## src/rtl/exp_sum_collector.sv

```systemverilog
// Collects one softmax vector of exp values, accumulates their sum, then
// replays the buffered values with the final sum over a valid/ready handshake.
module exp_sum_collector #(
    parameter int data_size      = 32,
    parameter int number_of_data = 10,
    parameter int sum_size       = 36
) (
    input  logic                 clock_i,
    input  logic                 reset_i,
    input  logic                 data_valid_i,
    input  logic [data_size-1:0] data_i,
    input  logic                 ready_i,
    output logic                 data_valid_o,
    output logic [data_size-1:0] data_o,
    output logic [sum_size-1:0]  sum_o,
    output logic                 last_o,
    output logic                 busy_o,
    output logic                 done_o,
    output logic                 overflow_o
);

    localparam int CW = (number_of_data > 1) ? $clog2(number_of_data) : 1;
    localparam logic [CW-1:0] LAST_IDX = CW'(number_of_data - 1);

    typedef enum logic [1:0] {
        S_COLLECT = 2'd0,
        S_REPLAY  = 2'd1,
        S_DONE    = 2'd2
    } state_t;

    state_t               r_state;
    state_t               w_next_state;
    logic [CW-1:0]        r_wr_cnt;
    logic [CW-1:0]        r_rd_cnt;
    logic [CW-1:0]        w_rd_next;
    logic [sum_size-1:0]  r_acc;
    logic [sum_size-1:0]  w_acc_sum;
    logic [data_size-1:0] r_buffer [number_of_data];
    logic [data_size-1:0] w_data_d;

    logic                 r_data_valid;
    logic [data_size-1:0] r_data;
    logic [sum_size-1:0]  r_sum;
    logic                 r_last;
    logic                 r_busy;
    logic                 r_done;
    logic                 r_overflow;

    logic                 w_in_take;
    logic                 w_last_in;
    logic                 w_beat_xfer;
    logic                 w_dv_d;
    logic                 w_busy_d;
    logic                 w_last_d;
    logic                 w_done_d;

    assign w_in_take   = data_valid_i && (r_state == S_COLLECT);
    assign w_last_in   = w_in_take && (r_wr_cnt == LAST_IDX);
    assign w_beat_xfer = r_data_valid && ready_i;
    assign w_acc_sum   = r_acc + {{(sum_size - data_size){1'b0}}, data_i};
    // Read address is looked ahead so the next beat is already registered at transfer
    assign w_data_d    = r_buffer[w_rd_next];

    // State register
    always_ff @(posedge clock_i) begin
        if (reset_i) begin
            r_state <= S_COLLECT;
        end else begin
            r_state <= w_next_state;
        end
    end

    // Next-state logic
    always_comb begin
        w_next_state = r_state;
        case (r_state)
            S_COLLECT: begin
                if (w_last_in) begin
                    w_next_state = S_REPLAY;
                end else begin
                    w_next_state = S_COLLECT;
                end
            end
            S_REPLAY: begin
                if (w_beat_xfer && r_last) begin
                    w_next_state = S_DONE;
                end else begin
                    w_next_state = S_REPLAY;
                end
            end
            S_DONE:  w_next_state = S_COLLECT;
            default: w_next_state = S_COLLECT;
        endcase
    end

    // Output decode: next read index and the values the output registers take
    always_comb begin
        w_rd_next = r_rd_cnt;
        w_dv_d    = 1'b0;
        w_busy_d  = 1'b0;
        w_last_d  = 1'b0;
        w_done_d  = 1'b0;
        if ((r_state == S_REPLAY) && w_beat_xfer) begin
            if (r_rd_cnt == LAST_IDX) begin
                w_rd_next = {CW{1'b0}};
            end else begin
                w_rd_next = r_rd_cnt + CW'(1);
            end
        end else begin
            w_rd_next = r_rd_cnt;
        end
        case (w_next_state)
            S_REPLAY: begin
                w_dv_d   = 1'b1;
                w_busy_d = 1'b1;
                w_last_d = (w_rd_next == LAST_IDX);
            end
            S_DONE:  w_done_d = 1'b1;
            default: w_dv_d   = 1'b0;
        endcase
    end

    // Counters and accumulator
    always_ff @(posedge clock_i) begin
        if (reset_i) begin
            r_wr_cnt <= {CW{1'b0}};
            r_rd_cnt <= {CW{1'b0}};
            r_acc    <= {sum_size{1'b0}};
        end else begin
            r_rd_cnt <= w_rd_next;
            if (w_last_in) begin
                r_wr_cnt <= {CW{1'b0}};
            end else if (w_in_take) begin
                r_wr_cnt <= r_wr_cnt + CW'(1);
            end
            if (r_state == S_DONE) begin
                r_acc <= {sum_size{1'b0}};
            end else if (w_in_take) begin
                r_acc <= w_acc_sum;
            end
        end
    end

    // Vector storage; contents are don't-care after reset
    always_ff @(posedge clock_i) begin
        if (w_in_take) begin
            r_buffer[r_wr_cnt] <= data_i;
        end
    end

    // Registered outputs
    always_ff @(posedge clock_i) begin
        if (reset_i) begin
            r_data_valid <= 1'b0;
            r_data       <= {data_size{1'b0}};
            r_sum        <= {sum_size{1'b0}};
            r_last       <= 1'b0;
            r_busy       <= 1'b0;
            r_done       <= 1'b0;
            r_overflow   <= 1'b0;
        end else begin
            r_data_valid <= w_dv_d;
            r_busy       <= w_busy_d;
            r_last       <= w_last_d;
            r_done       <= w_done_d;
            if (w_dv_d) begin
                r_data <= w_data_d;
            end
            if (w_last_in) begin
                r_sum <= w_acc_sum;
            end
            if (data_valid_i && (r_state != S_COLLECT)) begin
                r_overflow <= 1'b1;
            end
        end
    end

    assign data_valid_o = r_data_valid;
    assign data_o       = r_data;
    assign sum_o        = r_sum;
    assign last_o       = r_last;
    assign busy_o       = r_busy;
    assign done_o       = r_done;
    assign overflow_o   = r_overflow;

endmodule

```

## config.mk

```make
export PLATFORM = sky130hd
export DESIGN_NAME = exp_sum_collector
export DESIGN_NICKNAME = d
export VERILOG_FILES = /design/src/rtl/exp_sum_collector.sv
export SDC_FILE = /design/constraint.sdc
export NUM_CORES = 1
export LEC_CHECK = 0
export CAP_MARGIN = 15
export CORE_MARGIN = 4
export CORE_UTILIZATION = 55
export DETAILED_ROUTE_END_ITERATION = 10
export PLACE_DENSITY = 0.75
export SLEW_MARGIN = 15
export SYNTH_ARGS = -nofsm -noshare
export SYNTH_HDL_FRONTEND = slang
export SYNTH_SLANG_ARGS = --single-unit
```

## constraint.sdc

```tcl
create_clock -name clock_i -period 4.3 [get_ports clock_i]
set_input_delay 0.86 -clock clock_i [delete_from_list [all_inputs] [get_ports clock_i]]
set_output_delay 0.86 -clock clock_i [all_outputs]
set_load 0.005 [all_outputs]
```

======== Yosys cells after proc, flatten, opt, wreduce, memory -nomap -nowiden ========
Memories as Yosys holds them, arrays and structs flattened. A register that Yosys moved wholly into a read port is not among the register bits.
Index checks and enable logic that the tools add are counted.
storage, ports and cells
  RAM bits ................................ 320
  output and inout bits ................... 73
  input port bits ......................... 36
  register bits after elaboration ......... 86
  memories kept ........................... 1
memory list
  memory    words  bits a word  read ports  clocked after memory_dff  wr ports  line  text
  r_buffer  10     32           1           1                         1         38    logic [data_size-1:0] r_buffer [number_of_data];
operators by class
  bitwise operators ....................... 1
  add/sub/neg operators ................... 3
  reduce and logical (&&, ||, !) cells .... 11
  multiplexer cells ....................... 9
  equality and inequality tests ........... 7
operators by type and width
  kind                   number
  $add A36 B32 Y36       1
  $eq A4 B4 Y1 const B   3
  $add A4 B1 Y4 const B  2
  $mux W4                2
  $logic_and A1 B1 Y1    6
  $reduce_or A2 Y1       3
  $mux W1                5
  $eq A2 B1 Y1 const B   2
  $eq A2 B2 Y1 const B   2
  $pmux W2 S2            1
  $logic_not A2 Y1       1
  $mux W2                1
  $reduce_bool A2 Y1     1
  $not A1 Y1             1

======== Logic depth before layout (Yosys ltp) ========
  word-level depth ........................ 8
  mapped depth ............................ 11
  depth with buffers taken out ............ 11

======== Worst setup path after synthesis ========
Ideal clock, no wire load.
  path type ............................... input-to-reg
  start point ............................. in data_i[0]
  end point ............................... reg r_acc[34]
  buffers on the path ..................... 0
  data required time ...................... 4.172 ns
  arrival time ............................ 3.028 ns
  setup slack ............................. 1.145 ns
  stages .................................. 11
  path through ............................ ha_1 -> fa_1 -> a21oi_1 -> nor2b_1 -> a311oi_2 -> nor3_1 -> o31ai_2 -> a21oi_1 -> o2111ai_1 -> xor2_1 -> nor2_1
on the way
  cells in the longest elaborated chain, start to end .. 1
ends and longest elaborated chain
  item                    line  text
  start: declaration      11    input logic [data_size-1:0] data_i,
  $add A36 B32 Y36        60    assign w_acc_sum = r_acc + {{(sum_size - data_size){1'b0}}, data_i};
  end signal: assignment  128   r_acc <= {sum_size{1'b0}};
  end signal: assignment  137   r_acc <= {sum_size{1'b0}};
  end signal: assignment  139   r_acc <= w_acc_sum;
  end: declaration        36    logic [sum_size-1:0] r_acc;
Every way passes these cells.
A chain may end at the register's enable or synchronous reset.

======== Worst setup path in the final report ========
  start point ............................. in data_i[0]
  end point ............................... reg r_acc[32]
The elaborated chain is that of the path after synthesis.

==> qor.yml <==
status: "finished clean"
mostFrequentLayoutCells: "320 x edfxtp_1, 257 x nand2_1, 118 x dfxtp_1, 107 x clkdlybuf4s50_1, 88 x a21oi_1"
syn_nets: 1355
critPathKind: "primary input to register"
first_global_vias: 11290
hold_ws_ns: 0.4379
async_reset_ff_frac: 0
p_total_mw: 9.208
ctsHoldBuffers: 0
cts_root_buf: "clkbuf_16"
required_ns: 4.69
ctsResizeCount: 0
synth_flop_cell: "edfxtp_1"
cp_max_fo: 4
viasPerCell: 6.150
ant_nets: 0
max_cap_violations: 0
io_buffers: 108
placedCellCount: 1768
start_util: 0.5611
nets: 1485
dp_slack_ns: 0.2112
power_density_mw_per_mm2: 438.3
wirelength_um: 42330
synth_edf_count: 320
die_area_mm2: 0.03530
post_drt_wl_per_cell_um: 22.88
rsz0062_at_grt: "false"
drtIter0Drc: 1218
tritoncts: "built"
drive_gt1_frac: 0.1341
rows: 65
holdCritPathClass: "register to register"
dp_hpwl_um: 25900
synth_cells: 1282
htreeDepth: 2
crit_path_start_kind: "primary input"
yosysTopAreaCell: "edfxtp_1"
clock-sinks: 438
synthTopCellsByArea: "edfxtp_1 54%, dfxtp_1 13%, mux4_2 8.1%"
fmaxAchievable_mhz: 279.0
ys_seq_elements: 438
relSlewSlack: 0.4390
overflow: 0
clock_latency_ns: 0.55
critPathTopFamily: "compound AO/OA/AOI/OAI gates"
slew_violations: 0
path_buf_inv: 1
grt_pass1_wl_um: 65510
grt_start_max_net_pins: 51
avgSynthCellArea_um2: 13.88
cts_buffers: 44
via_count: 11380
period_share: 0.8336
seq_area_frac_synth: 0.6727
io-pin-count: 109
die_width_um: 187.9
fin_area_mm2: 0.02101
hold_viol: 0
die_y_um: 187.9
clk_pin_slew_ns: 0.06
critical_path_arrival_ns: 3.98
final_common_cell: "edfxtp_1"
grtUsageTotal: 0.2377
place.gp.congestion: 0.9366
antenna_found_initial: 1
path_common_cell: "a21oi_1"
yosys.area.top_type_share: 0.5399
synth.lib_cells_used.distinct: 57
stdcell_count: 1850
core_mm2: 0.03172
setup_viol: 0
drc: 0
fin_tns_setup_ns: 0
p_leak_nw: 7.465
crit_slowest_cell: "clkdlybuf4s50_1"
slowest_delay_ns: 0.45
post_cts_buffers: 0
syn-cell-area_mm2: 0.01780
dr.pass1.iters: 5
layout_setup_ws_ns: 0.7155
fin_util: 0.6624
clockBufferDepth: 3
placed_cell_area_mm2: 0.01958
peakVddDrop_uv: 358.6
tightest_slew_ns: 0.8415
period_needed_ns: 3.584
worst_setup_path_end_kind: "register"
yosysWarningCount: 0
path_cells: "clkdlybuf4s50_1 > ha_1 > fa_1 > a21oi_1 > nor2b_1 > a311oi_2 > nor3_1 > o31ai_2 > a21oi_1 > o21ai_0 > xor2_1 > nor2_1"
finClkSkew_ns: 0.02816
area_growth_syn_to_layout_pct: 18.05
worst register-to-register path, cell delays in order (launching register included):
cell	delay [ns]
dfxtp_1	0.31
ha_1	0.22
fa_1	0.42
a21oi_1	0.15
nor2b_1	0.11
a311oi_2	0.45
nor3_1	0.16
o31ai_2	0.43
a21oi_1	0.19
o21ai_0	0.24
xor2_1	0.19
nor2_1	0.05
cell usage after synthesis (all sizes together), types with 20 or more instances:
cell type  instances
a31oi             37
ha                36
edfxtp           320
nor2              39
buf               26
o221ai            33
dfxtp            118
mux4              64
nand2            258
xor2              20
a21oi             89
o21ai             25
clkbuf            43
metal layers:
layer	GRT usage	routed length (µm)
met1	0.3490	18200
met4	0.06973	1130
met3	0.03667	3210
met2	0.3748	19790
met5	0	0
report_power, final:
group          internal, mW  switching, mW
Clock                  2.20           1.55
Sequential             4.63         0.0419
Combinational         0.294          0.490
Total                  7.12           2.08
registers in the layout, indices dropped and copies added (netlist names):
signal	cells
busy_o	1
data_o	32
done_o	1
last_o	1
overflow_o	1
r_acc	36
r_buffer	320
r_rd_cnt	4
r_state	2
r_wr_cnt	4
sum_o	36
layout make-up:
| type | count | area (µm²) |
|---|---|---|
| multi-input cells | 762 | 5542 |
| repair buffers | 153 | 1514 |
| diodes | 1 | 2.502 |
| clock inverters | 17 | 142.6 |
| flip-flops and latches | 438 | 11970 |
| well taps | 402 | 503.0 |
| fillers | 2197 | 10710 |
| inverters | 13 | 48.80 |
| clock buffers | 64 | 1285 |
logic make-up after synthesis:
group,share of synthesized area
flip-flops,0.6727
AND/OR/NAND/NOR,0.08753
AO/OA/AOI/OAI,0.09379
buffers and inverters,0.01884
multiplexers,0.08155
XOR/XNOR,0.01919
adder cells (fa/ha/maj),0.02643
worst paths after layout:
path	from	to	slack [ns]	depth (start not counted)
max	data_i[0]	r_acc[32]	0.72	12
min	data_o[25]	data_o[25]	0.44	2
max reg2reg	r_acc[0]	r_acc[32]	1.23	11
min reg2reg	data_o[25]	data_o[25]	0.44	2
Note: power is estimated with default switching activity, not from simulation.
